### src/rtl/hb_pkg.sv
// Shared types and constants for the heartbeat scheduler.
package hb_pkg;

  typedef enum logic [2:0] {PAUSE, REST, LUB, GAP, DUB} hb_state_e;

  localparam int unsigned HB_MS_PER_MIN = 60000;
  localparam int          HB_ACC_W      = 16;

  // Two-digit BCD increment, 99 wraps to 00.
  function automatic logic [7:0] bcd_inc(input logic [7:0] v);
    logic [3:0] hi;
    logic [3:0] lo;
    hi = v[7:4];
    lo = v[3:0];
    if (lo == 4'd9) begin
      lo = 4'd0;
      hi = (hi == 4'd9) ? 4'd0 : hi + 4'd1;
    end else begin
      lo = lo + 4'd1;
    end
    return {hi, lo};
  endfunction

endpackage

### src/rtl/hb_tick_gen.sv
// Prescaler: one-cycle tick every DIV clocks, first tick on the DIV-th cycle out of reset.
module hb_tick_gen #(
  parameter int DIV = 12000
) (
  input  logic clk,
  input  logic rst,
  output logic tick
);

  localparam int            CW = (DIV > 1) ? $clog2(DIV) : 1;
  localparam logic [CW-1:0] TC = CW'(DIV - 1);

  logic [CW-1:0] cnt;

  assign tick = (cnt == TC);

  always_ff @(posedge clk) begin
    if (rst)       cnt <= '0;
    else if (tick) cnt <= '0;
    else           cnt <= cnt + 1'b1;
  end

endmodule

### src/rtl/heartbeat_sched.sv
// Heartbeat scheduler: bpm rate accumulator driving a lub-dub LED envelope and BCD beat count.
// Build option HB_SIM_FAST_EN forces the tick divider to 12 clocks for simulation.
//
// state | meaning
// PAUSE | scheduling stopped, accumulator held, LED off
// REST  | running, waiting for the next beat trigger
// LUB   | first pulse, LED on
// GAP   | pause between pulses, LED off
// DUB   | second pulse, LED on; chains to LUB if a trigger is pending
module heartbeat_sched
  import hb_pkg::*;
#(
  parameter int CLK_HZ   = 12000000,
  parameter int TICK_HZ  = 1000,
  parameter int BPM_MIN  = 40,
  parameter int BPM_MAX  = 180,
  parameter int BPM_INIT = 72,
  parameter int BPM_STEP = 4,
  parameter int LUB_MS   = 100,
  parameter int GAP_MS   = 100,
  parameter int DUB_MS   = 80
) (
  input  logic       clk,
  input  logic       rst,
  input  logic       key_up,
  input  logic       key_dn,
  input  logic       key_run,
  output logic       led_on,
  output logic       beat_pulse,
  output logic [7:0] bpm,
  output logic [7:0] beat_bcd,
  output logic       running
);

`ifdef HB_SIM_FAST_EN
  localparam int DIV = 12;
`else
  localparam int DIV = CLK_HZ / TICK_HZ;
`endif

  localparam logic [HB_ACC_W:0] ACC_WRAP = (HB_ACC_W+1)'(HB_MS_PER_MIN);
  localparam logic [15:0]       LUB_T    = 16'(LUB_MS);
  localparam logic [15:0]       GAP_T    = 16'(GAP_MS);
  localparam logic [15:0]       DUB_T    = 16'(DUB_MS);

  hb_state_e             state, state_nxt;
  logic [HB_ACC_W-1:0]   acc, acc_nxt;
  logic [HB_ACC_W:0]     acc_sum;
  logic [15:0]           timer, timer_nxt;
  logic                  pending, pending_nxt;
  logic [7:0]            bpm_nxt;
  logic                  tick, run_tick, trig, tc, enter_lub;

  hb_tick_gen #(.DIV(DIV)) u_tick_gen (
    .clk  (clk),
    .rst  (rst),
    .tick (tick)
  );

  always_comb begin
    acc_sum     = (HB_ACC_W+1)'(acc) + (HB_ACC_W+1)'(bpm);
    run_tick    = tick && (state != PAUSE);
    trig        = run_tick && (acc_sum >= ACC_WRAP);
    acc_nxt     = acc;
    if (run_tick) acc_nxt = trig ? HB_ACC_W'(acc_sum - ACC_WRAP) : acc_sum[HB_ACC_W-1:0];

    tc          = tick && (timer == 16'd1);
    state_nxt   = state;
    timer_nxt   = timer;
    pending_nxt = pending;

    case (state)
      PAUSE: if (key_run) state_nxt = REST;
      REST: if (trig) begin
        state_nxt = LUB;
        timer_nxt = LUB_T;
      end
      LUB: begin
        if (trig) pending_nxt = 1'b1;
        if (tick) timer_nxt = timer - 16'd1;
        if (tc) begin
          state_nxt = GAP;
          timer_nxt = GAP_T;
        end
      end
      GAP: begin
        if (trig) pending_nxt = 1'b1;
        if (tick) timer_nxt = timer - 16'd1;
        if (tc) begin
          state_nxt = DUB;
          timer_nxt = DUB_T;
        end
      end
      DUB: begin
        if (trig) pending_nxt = 1'b1;
        if (tick) timer_nxt = timer - 16'd1;
        // A trigger landing on the closing tick counts as pending.
        if (tc) begin
          if (pending || trig) begin
            state_nxt   = LUB;
            timer_nxt   = LUB_T;
            pending_nxt = 1'b0;
          end else begin
            state_nxt = REST;
            timer_nxt = 16'd0;
          end
        end
      end
      default: state_nxt = REST;
    endcase

    if (key_run && (state != PAUSE)) begin
      state_nxt   = PAUSE;
      timer_nxt   = 16'd0;
      pending_nxt = 1'b0;
    end

    enter_lub = (state_nxt == LUB) && (state != LUB);

    bpm_nxt = bpm;
    if (key_up && !key_dn)
      bpm_nxt = (int'(bpm) + BPM_STEP > BPM_MAX) ? 8'(BPM_MAX) : 8'(int'(bpm) + BPM_STEP);
    else if (key_dn && !key_up)
      bpm_nxt = (int'(bpm) - BPM_STEP < BPM_MIN) ? 8'(BPM_MIN) : 8'(int'(bpm) - BPM_STEP);
  end

  always_ff @(posedge clk) begin
    if (rst) begin
      state      <= REST;
      acc        <= '0;
      timer      <= 16'd0;
      pending    <= 1'b0;
      bpm        <= 8'(BPM_INIT);
      beat_bcd   <= 8'h00;
      led_on     <= 1'b0;
      beat_pulse <= 1'b0;
      running    <= 1'b1;
    end else begin
      state      <= state_nxt;
      acc        <= acc_nxt;
      timer      <= timer_nxt;
      pending    <= pending_nxt;
      bpm        <= bpm_nxt;
      led_on     <= (state_nxt == LUB) || (state_nxt == DUB);
      beat_pulse <= enter_lub;
      running    <= (state_nxt != PAUSE);
      if (enter_lub) beat_bcd <= bcd_inc(beat_bcd);
    end
  end

endmodule

### config.mk
export PLATFORM = sky130hd
export DESIGN_NAME = heartbeat_sched
export DESIGN_NICKNAME = d
export VERILOG_FILES = /design/src/rtl/hb_pkg.sv /design/src/rtl/hb_tick_gen.sv /design/src/rtl/heartbeat_sched.sv
export SDC_FILE = /design/constraint.sdc
export NUM_CORES = 1
export LEC_CHECK = 0
export BUFFER_PORTS_ARGS = -buffer_cell sky130_fd_sc_hd__buf_2
export CAP_MARGIN = 40
export CELL_PAD_IN_SITES_DETAIL_PLACEMENT = 1
export CELL_PAD_IN_SITES_GLOBAL_PLACEMENT = 2
export CORE_UTILIZATION = 36
export CTS_CLUSTER_DIAMETER = 200
export DETAILED_ROUTE_END_ITERATION = 10
export HOLD_SLACK_MARGIN = 0.03
export MAX_ROUTING_LAYER = met4
export PLACE_DENSITY = 0.9
export SKIP_LAST_GASP = 1
export SLEW_MARGIN = 10
export SYNTH_ARGS = -nofsm -noshare
export SYNTH_HDL_FRONTEND = slang
export SYNTH_SLANG_ARGS = --single-unit
### constraint.sdc
create_clock -name clk -period 4.2 [get_ports clk]
set_input_delay 0.84 -clock clk [delete_from_list [all_inputs] [get_ports clk]]
set_output_delay 0.84 -clock clk [all_outputs]
set_load 0.005 [all_outputs]
==> results.md, run 1 <==
- Slew @ Worst Pin: 0.5692 ns
- Utilization after layout: 41.46%
- Final clock skew: 0.006657 ns
- DIE WIDTH: 113.0 um
- CP cell instances: inv_1 > fa_1 > nand2b_1 > a21bo_4 > a211oi_4 > nor3b_1 > o2111a_1 > o41ai_4 > buf_4 > o31a_1 > buf_4 > or4_1 > a21oi_1
- Placer Congestion: 0.8560
- Seq cells post-synth: 65
- Fin worst setup slack: 0.2730 ns
- Post-placement cell area: 4669 sq um
- DRT iter0 DRCs: 181
- Share of cells above drive strength 1: 11.31%
- Std-Cell Rows: 40
- GRT overflow: 0
- Crit Path Category: flip-flop to flip-flop
- Final slew viol count: 0
- Non-filler cells, final: 748
- Flop pwr share: 39.3%
- H-tree depth: 3
- Growth of design area from synthesis to finish: 12.24%
- Gate Count Post-Synth: 583
- Die Y: 113.0 um
- Comb power frac: 12.0%
- Max-Cap Viols: 0
- Warnings, synthesis: 0
- Wire per inst: 16.44 um
- Die Footprint: 12,770 sq um
- Avg Inst Size Synth: 7.610 sq um
- First-pass GRT wire length: 20,900 um
- Most frequent cells in the layout: 71 x nor2_1, 65 x dfxtp_1, 59 x nand2_1
- VDD IR max: 147.8 uV
- Hold-fix buffers, CTS: 0
- Slowest-stage cell, CP: or4_1
- Final hold violations: 0
- Setup TNS: 0 ns
- CP Data Arrival Time: 4.19 ns
- Final worst-path cycle share: 93.50%
- Placement Setup Slack: 0.3031 ns
- DRC viols: 0
- Slowest stage delay, CP: 0.51 ns
- Commonest non-fill, non-tap cell in the layout: nor2_1
- 1st-pass router iterations: 4
- Slew headroom: 61.71%
- Achievable Freq: 254.6 MHz
- Core Area: 12,010 sq um
- Total power: 1.646 mW
- Total internal power: 1.223 mW
- Main synth FF type: dfxtp_1
- DP HPWL: 8835 um
- Vias in the first global route: 4,320
- Post-CTS Setup Inserts: 0
- Largest net degree at the start of global routing: 43
- RSZ-0062 raised after global routing: no
- Number of synthesized flops with an enable pin: 0
- Crit end category: flip-flop
- Post-Layout Inst Area: 4980 sq um
- Initial antenna violation count: 0
- Post-Place Cells: 733
- Vias: 4,253
- Crit path required time: 4.46 ns
- Clock sinks: 65
- Root buffer selected by CTS: clkbuf_16
- Antenna diode count: 0
- CTS Buf Count: 9
- TritonCTS clock tree: done
- Fillers: 1,501
- Ports: 24
- Synthesized area: 4437 sq um
- Hold_ws: 0.4665 ns
- Nets: 617
- Clk pin slew, worst setup/hold paths: 0.06 ns
- CP max FO: 20
- Total Wirelength: 12,300 um
- Asr flop ratio synth: 0%
- Total track usage: 20.92%
- Hold Crit Class: flip-flop to flip-flop
- Setup violators final: 0
- Post-CTS resize count: 0
- Skew-Pair Late Insertion Delay: 0.34 ns
- Initial core utilization: 36.94%
- Clock Power Share: 48.7%
- Buffers on Ports: 21
- Vias per cell: 5.686
- Leak pwr: 1.849 nW
- Seq/Total Area, Yosys: 29.33%
- Switching power: 0.4239 mW
- Top cell by count, worst path: buf_4
- Clock tree buffer depth: 2
- Status: completed
- Fin crit period: 3.927 ns
- Switching Fraction: 25.74%
- PwrDens: 330.6 nW/um^2
- Worst setup SP type: flip-flop
- Final ANT Viol Nets: 0
- Post-synth cell types: 68
[critical path: cells and delay by family, from the launching register on]
family	cells	cell delay (ns)
DFF	1	0.44
adders and majority gates	1	0.46
AOI/OAI and AO/OA	6	1.41
buffers and inverters	3	0.56
and+or+nand+nor	3	0.96
[metal layers]
metal	vias to the layer above	part of all wire [%]	track usage (%)	wire length, um
met2	47	49	35.50	6067
met3	14	2.8	3.964	343
met1	2073	46	25.06	5710
li1	2119	-	-	-
met5	-	0	-	0
met4	0	1.4	6.404	174
[sequential cells by signal, summed over array words and instances (netlist names)]
name / flops
led_on: 1
acc: 14
timer: 16
beat_pulse: 1
state: 3
pending: 1
bpm: 6
running: 1
beat_bcd: 8
u_tick_gen.cnt: 14
[power by group through the flow]
| stage | sequential (mW) | clock, mW | combinational [mW] |
|---|---|---|---|
| 2_1_floorplan | 0.655 | 0 | 0.148 |
| 3_3_place_gp | 0.659 | 0 | 0.188 |
| 3_5_place_dp | 0.660 | 0 | 0.194 |
| 4_1_cts | 0.646 | 0.818 | 0.196 |
| 5_1_grt | 0.649 | 0.849 | 0.222 |
| 6_report | 0.647 | 0.803 | 0.197 |
[final timing paths]
path          start         to  slack (ns)  cells past startpoint
max reg2reg  bpm[2]  timer[12]        0.27                     13
min reg2reg  acc[3]     acc[3]        0.47                      2
min          acc[3]     acc[3]        0.47                      2
max          bpm[2]  timer[12]        0.27                     13
[cell type report]
cell class                 instances  area, sq um  share of cell area [%]
clock buffer                      10        229.0                   4.598
clock inverter                     5        81.33                   1.633
inverter                          22        82.58                   1.658
multi-input combinational        469         2929                   58.82
sequential                        65         1301                   26.13
tap                              147        183.9                   3.693
timing repair buffer              30        172.7                   3.467
[cells in the mapped netlist, types with 6 or more instances]
cell type  instances  area share, %
inv_1             22            1.9
mux2_2             6            1.5
xnor2_1           14            2.8
nand2b_1           6           0.85
nor4_1             6           0.85
clkbuf_1          20            1.7
nor3_1            16            1.8
a21oi_1           54            6.1
ha_1              14            3.9
a211oi_1          12            2.0
o21ai_0           28            3.2
xor2_1            14            2.8
nor2_1            71            6.0
or4_1             15            2.5
nand4_1            6           0.85
or3_1             15            2.1
and2_1             7           0.99
nand3_1           22            2.5
nand2_1           59            5.0
nor2b_1            9            1.3
o31ai_1            7            1.2
a211o_1            6            1.2
a21o_1             7            1.2
dfxtp_1           65             29
[kinds of logic after synthesis]
family	count (synthesis)	synth area share, %
AO/OA/AOI/OAI	156	24.31
XOR/XNOR	28	5.527
adder cells (fa/ha/maj)	16	4.625
buffers and inverters	50	4.737
flip-flops	65	29.33
multiplexers	10	2.425
other	2	0.1693
AND/OR/NAND/NOR	256	28.88
No activity file was read; power rests on OpenSTA's default activity.
==> inputs of run 2 (changes only) <==
GPL_TIMING_DRIVEN = 0   (was unset)
==> results.md, run 2 (synthesized netlist as in run 1, its figures left out) <==
- Final ANT Viol Nets: 0 (unchanged)
- Crit end category: flip-flop
- Crit path required time: 4.47 ns (about the same)
- Setup TNS: 0 ns (unchanged)
- PwrDens: 333.4 nW/um^2 (+0.84%)
- Max FFs per register: 16 (unchanged)
- Switching Fraction: 26.82% (+1.1 points)
- Worst setup path startpoint: bpm[2]
- Die Footprint: 12,770 sq um (unchanged)
- FF-to-FF End: timer[14]
- Total track usage: 22.01% (+1.1 points)
- First-pass GRT wire length: 21,870 um (+4.6%)
- Clock tree buffer depth: 2 (unchanged)
- Slew headroom: 37.79% (-24 points)
- GR peak layer: met2
- Core Area: 12,010 sq um (unchanged)
- Final hold violations: 0 (unchanged)
- Hold Crit Class: flip-flop to flip-flop
- Final worst-path cycle share: 93.12% (-0.38 points)
- Post-Place Cells: 751 (+2.5%)
- Vias per cell: 5.744 (+1.0%)
- Hold_ws: 0.4617 ns (-0.004785 ns)
- Die Y: 113.0 um (unchanged)
- Status: completed
- TritonCTS clock tree: done
- 1st-pass router iterations: 4 (unchanged)
- DRT iter0 DRCs: 150 (-17%)
- Vias: 4,434 (+4.3%)
- Critical R2R Launch: bpm[2]
- Vias in the first global route: 4,486 (+3.8%)
- Slew @ Worst Pin: 0.9261 ns (+0.3569 ns)
- Worst R2R Path Depth: 12 (-1)
- Ports: 24 (unchanged)
- Most frequent cells in the layout: 71 x nor2_1, 64 x dfxtp_1, 59 x nand2_1
- Crit Path Category: flip-flop to flip-flop
- Clock sinks: 65 (unchanged)
- DRC viols: 0 (unchanged)
- Switching power: 0.4563 mW (+7.7%)
- Clk pin slew, worst setup/hold paths: 0.07 ns (about the same)
- Leak pwr: 1.902 nW (+2.9%)
- Final clock skew: 0.01214 ns (+0.005479 ns)
- CP max FO: 10 (-50%)
- Final slew viol count: 0 (unchanged)
- Total Wirelength: 13,150 um (+6.9%)
- Initial core utilization: 36.94% (unchanged)
- Flop pwr share: 38.0% (-1.3 points)
- Global Route met3 Usage: 3.374% (-0.59 points)
- Max-Cap Viols: 0 (unchanged)
- GR Layer Usage met2: 36.07% (+0.57 points)
- Initial antenna violation count: 0 (unchanged)
- VDD IR max: 194.4 uV (+32%)
- CP Data Arrival Time: 4.18 ns (about the same)
- Nets: 640 (+3.7%)
- Hold-fix buffers, CTS: 0 (unchanged)
- H-tree depth: 3 (unchanged)
- Comb power frac: 12.0% (about the same)
- Placer Congestion: 0.8508 (-0.61%)
- Antenna diode count: 0 (unchanged)
- CTS Buf Count: 9 (unchanged)
- Worst Setup EP: timer[14]
- RSZ-0062 raised after global routing: no
- Clock Power Share: 50.0% (+1.3 points)
- Setup violators final: 0 (unchanged)
- Total internal power: 1.245 mW (+1.8%)
- Commonest non-fill, non-tap cell in the layout: nor2_1
- Skew-Pair Late Insertion Delay: 0.35 ns (about the same)
- Worst setup SP type: flip-flop
- Non-filler cells, final: 772 (+3.2%)
- Top flop regs: timer (16), acc (14), u_tick_gen.cnt (14)
- Buffers on Ports: 20 (-4.8%)
- Growth of design area from synthesis to finish: 15.00%
- Fin crit period: 3.911 ns (-0.01575 ns)
- Std-Cell Rows: 40 (unchanged)
- Achievable Freq: 255.7 MHz (+0.40%)
- Largest net degree at the start of global routing: 13 (-70%)
- GRT overflow: 0 (unchanged)
- DP HPWL: 9471 um (+7.2%)
- Reg with most FFs: timer
- GR Layer Usage met1: 27.63% (+2.6 points)
- Fillers: 1,496 (-0.33%)
- Root buffer selected by CTS: clkbuf_16
- Utilization after layout: 42.48% (+1.0 points)
- Wire per inst: 17.03 um (+3.6%)
- Share of cells above drive strength 1: 11.84% (+0.53 points)
- Register-to-register path setup slack: 0.29 ns (+0.02 ns)
- DIE WIDTH: 113.0 um (unchanged)
## run 2: metrics by stage
step / setup slack (ns) / cell area [sq um] / power, mW
floorplan: 0.7602 / 4441 / 0.8024
global placement: 0.1607 / 4725 / 0.8522
detailed placement: 0.1095 / 4725 / 0.8605
CTS: 0.05797 / 5054 / 1.718
global route: 0.04095 / 5102 / 1.768
finish: 0.2888 / 5102 / 1.701
## run 2: timing repair
| action | CTS | global route |
|---|---|---|
| setup buffers | 0 | 4 |
| endpoints found under the setup margin | 0 | 26 |
| gates resized for setup | 0 | 3 |
## run 2: how the worst min path moves through the flow
stage | start | end | cells past startpoint
3_3_place_gp | u_tick_gen.cnt[0] | u_tick_gen.cnt[0] | 1
6_report | acc[4] | acc[4] | 2
3_5_place_dp | u_tick_gen.cnt[0] | u_tick_gen.cnt[0] | 1
2_1_floorplan | u_tick_gen.cnt[0] | u_tick_gen.cnt[0] | 1
5_1_grt | acc[6] | acc[6] | 2
4_1_cts | acc[4] | acc[4] | 2
## run 2: per-layer routing
layer,wire (um),up-vias
li1,-,2176
met1,6292,2168
met2,6193,69
met3,399,21
met4,261,0
met5,0,-
## run 2: power by group through the flow
stage                     clock, mW  sequential, mW  combinational (mW)
after detailed placement          0           0.659               0.202
after CTS                     0.869           0.645               0.204
after global routing          0.891           0.647               0.230
after floorplan                   0           0.655               0.148
after global placement            0           0.658               0.194
final                         0.851           0.646               0.205
## run 2: layout make-up
cell class	instances	area [sq um]	share of cell area [%]
clock buffers	10	239.0	4.684
clock inverters	6	90.09	1.766
repair buffers	24	130.1	2.550
well taps	147	183.9	3.605
multi-input cells	470	2945	57.72
plain buffers	28	128.9	2.526
flip-flops and latches	65	1303	25.53
inverters	22	82.58	1.618
## run 2: critical path: stages (launching register included)
cell and delay (ns):
dfxtp_2 0.40, inv_1 0.14, fa_1 0.48, nand2b_1 0.22
a21bo_4 0.27, a211oi_4 0.38, nor3b_1 0.24, o2111a_1 0.32
o41ai_4 0.16, o31a_1 0.36, buf_2 0.19, or4_1 0.52
a21oi_1 0.16
==> inputs of run 3 (changes only) <==
CAP_MARGIN = unset   (was 40)
CORE_ASPECT_RATIO = 1.2   (was unset)
==> results.md, run 3 (synthesized netlist as in run 1, its figures left out) <==
- Status: completed
- Total internal power: 1.171 mW (-5.9%)
- Top flop regs: timer (16), acc (14), u_tick_gen.cnt (14)
- Total Wirelength: 13,050 um (-0.78%)
- Hold depth: 1 (-1)
- Final clock skew: 0.004753 ns (-0.007383 ns)
- DRT iter0 DRCs: 138 (-8.0%)
- Skew-Pair Late Insertion Delay: 0.33 ns (-0.02 ns)
- Nets: 640 (unchanged)
- 1st-pass router iterations: 4 (unchanged)
- Largest net degree at the start of global routing: 14 (+1)
- Placer Congestion: 0.8608 (+1.2%)
- Most frequent cells in the layout: 71 x nor2_1, 64 x dfxtp_1, 59 x nand2_1
- Leak pwr: 1.889 nW (-0.66%)
- Growth of design area from synthesis to finish: 14.92% (about the same)
- Hold Crit Start: u_tick_gen.cnt[0]
- Buffers on Ports: 20 (unchanged)
- Placement Setup Slack: 0.06833 ns (-0.04120 ns)
- Final worst-path cycle share: 94.89% (+1.8 points)
- Fin crit period: 3.985 ns (+0.07397 ns)
- Utilization after layout: 42.29% (-0.19 points)
- Worst setup SP type: flip-flop
- Initial antenna violation count: 0 (unchanged)
- TritonCTS clock tree: done
- H-tree depth: 3 (unchanged)
- DRC viols: 0 (unchanged)
- Final hold violations: 0 (unchanged)
- Hold-fix buffers, CTS: 0 (unchanged)
- Clock Power Share: 47.3% (-2.7 points)
- Max FFs per register: 16 (unchanged)
- Vias: 4,387 (-1.1%)
- DIE WIDTH: 103.3 um (-8.6%)
- DP HPWL: 9580 um (+1.2%)
- Flop pwr share: 39.9% (+1.9 points)
- CP Data Arrival Time: 4.25 ns (+0.07 ns)
- Ports: 24 (unchanged)
- Clock sinks: 65 (unchanged)
- Reg with most FFs: timer
- Final slew viol count: 0 (unchanged)
- Final ANT Viol Nets: 0 (unchanged)
- Core Area: 12,060 sq um (+0.38%)
- Hold Crit Class: flip-flop to flip-flop
- Register area: 1303 sq um (unchanged)
- Share of cells above drive strength 1: 12.00% (+0.16 points)
- Worst R2R Path Depth: 13 (+1)
- Post-placement cell area: 4742 sq um (+0.37%)
- Fillers: 1,506 (+0.67%)
- Die Y: 123.6 um (+9.4%)
- CP max FO: 10 (unchanged)
- FF-to-FF End: timer[12]
- Crit end category: flip-flop
- Clock tree buffer depth: 2 (unchanged)
- Switching Fraction: 27.46% (+0.63 points)
- GRT overflow: 0 (unchanged)
- Antenna diode count: 0 (unchanged)
- Vias per cell: 5.581 (-2.8%)
- Comb power frac: 12.8% (+0.8 points)
- Total track usage: 22.42% (+0.41 points)
- Hold_ws: 0.4612 ns (-0.0005560 ns)
- Post-Layout Inst Area: 5099 sq um (about the same)
- Root buffer selected by CTS: clkbuf_16
- VDD IR max: 180.4 uV (-7.2%)
- Commonest non-fill, non-tap cell in the layout: nor2_1
- Std-Cell Rows: 44 (+10%)
- Wire per inst: 16.60 um (-2.5%)
- Clk pin slew, worst setup/hold paths: 0.06 ns (about the same)
- Setup violators final: 0 (unchanged)
- Area occupied by multi-input gates: 2950 sq um (+0.17%)
- Slew @ Worst Pin: 0.9274 ns (+0.001352 ns)
- Switching power: 0.4433 mW (-2.9%)
- Max-Cap Viols: 0 (unchanged)
- CTS Buf Count: 9 (unchanged)
- Critical R2R Launch: bpm[2]
- Crit path required time: 4.46 ns (about the same)
- Initial core utilization: 36.80% (-0.14 points)
- First-pass GRT wire length: 22,030 um (+0.75%)
- Register-to-register path setup slack: 0.21 ns (-0.07 ns)
- PwrDens: 316.6 nW/um^2 (-5.0%)
- Vias in the first global route: 4,597 (+2.5%)
- Worst Hold End: u_tick_gen.cnt[0]
- Slew headroom: 37.69% (-0.091 points)
- Die Footprint: 12,770 sq um (about the same)
- Crit Path Category: flip-flop to flip-flop
- Fin worst setup slack: 0.2148 ns (-0.07397 ns)
- Achievable Freq: 250.9 MHz (-1.9%)
[run 3: changes by cell type in the layout (fill, tap and decap cells not counted)]
cell | previous run | this run
clkinv_4 | 1 | 2
a211oi_1 | 12 | 11
clkbuf_8 | 1 | 0
inv_6 | 1 | 2
bufinv_16 | 2 | 1
a211oi_2 | 1 | 2
[run 3: final cells by class]
cell class | instances | share of cell area [%]
multi-input combinational | 470 | 57.87
inverter | 22 | 1.620
buffer | 28 | 2.528
clock inverter | 7 | 1.521
clock buffer | 9 | 4.417
timing repair buffer | 24 | 2.552
tap | 161 | 3.951
sequential | 65 | 25.55
[run 3: routing by layer]
layer	global-route usage (%)	wire, um	up-vias
met3	2.750	189	23
met1	24.72	5593	2150
met2	41.31	7022	43
met5	-	0	-
met4	7.306	240	0
li1	-	-	2171
[run 3: how the worst max path moves through the flow]
stage | from | end | slack (ns)
after global placement | bpm[2] | running | 0.11
after detailed placement | bpm[2] | running | 0.07
after floorplan | bpm[2] | acc[12] | 0.76
after global routing | bpm[2] | timer[8] | -0.08
after CTS | bpm[2] | timer[9] | 0.02
final | bpm[2] | timer[12] | 0.21
[run 3: power by group through the flow]
stage / sequential (mW) / combinational (mW) / clock (mW)
finish: 0.645 / 0.206 / 0.763
global route: 0.647 / 0.232 / 0.802
CTS: 0.645 / 0.206 / 0.776
detailed placement: 0.659 / 0.204 / 0
global placement: 0.658 / 0.195 / 0
floorplan: 0.655 / 0.148 / 0
[run 3: repair_timing]
action / 4_1_cts / 5_1_grt
gates resized for setup: 0 / 4
setup buffers: 0 / 4
setup endpoints to repair: 0 / 23
[run 3: worst max-delay path: stages, from the launching register on]
cell	delay [ns]
dfxtp_2	0.38
inv_1	0.14
fa_1	0.49
nand2b_1	0.22
a21bo_4	0.27
a211oi_4	0.35
nor3b_1	0.25
o2111a_1	0.34
o41ai_4	0.11
buf_4	0.18
o31a_1	0.33
buf_2	0.19
or4_1	0.52
a21oi_1	0.15
[run 3: stage by stage]
step	TNS [ns]	total power, mW	cells
finish	0	1.614	786
global route	-0.1116	1.680	786
CTS	0	1.627	781
detailed placement	0	0.8625	765
global placement	0	0.8524	765
floorplan	0	0.8024	584
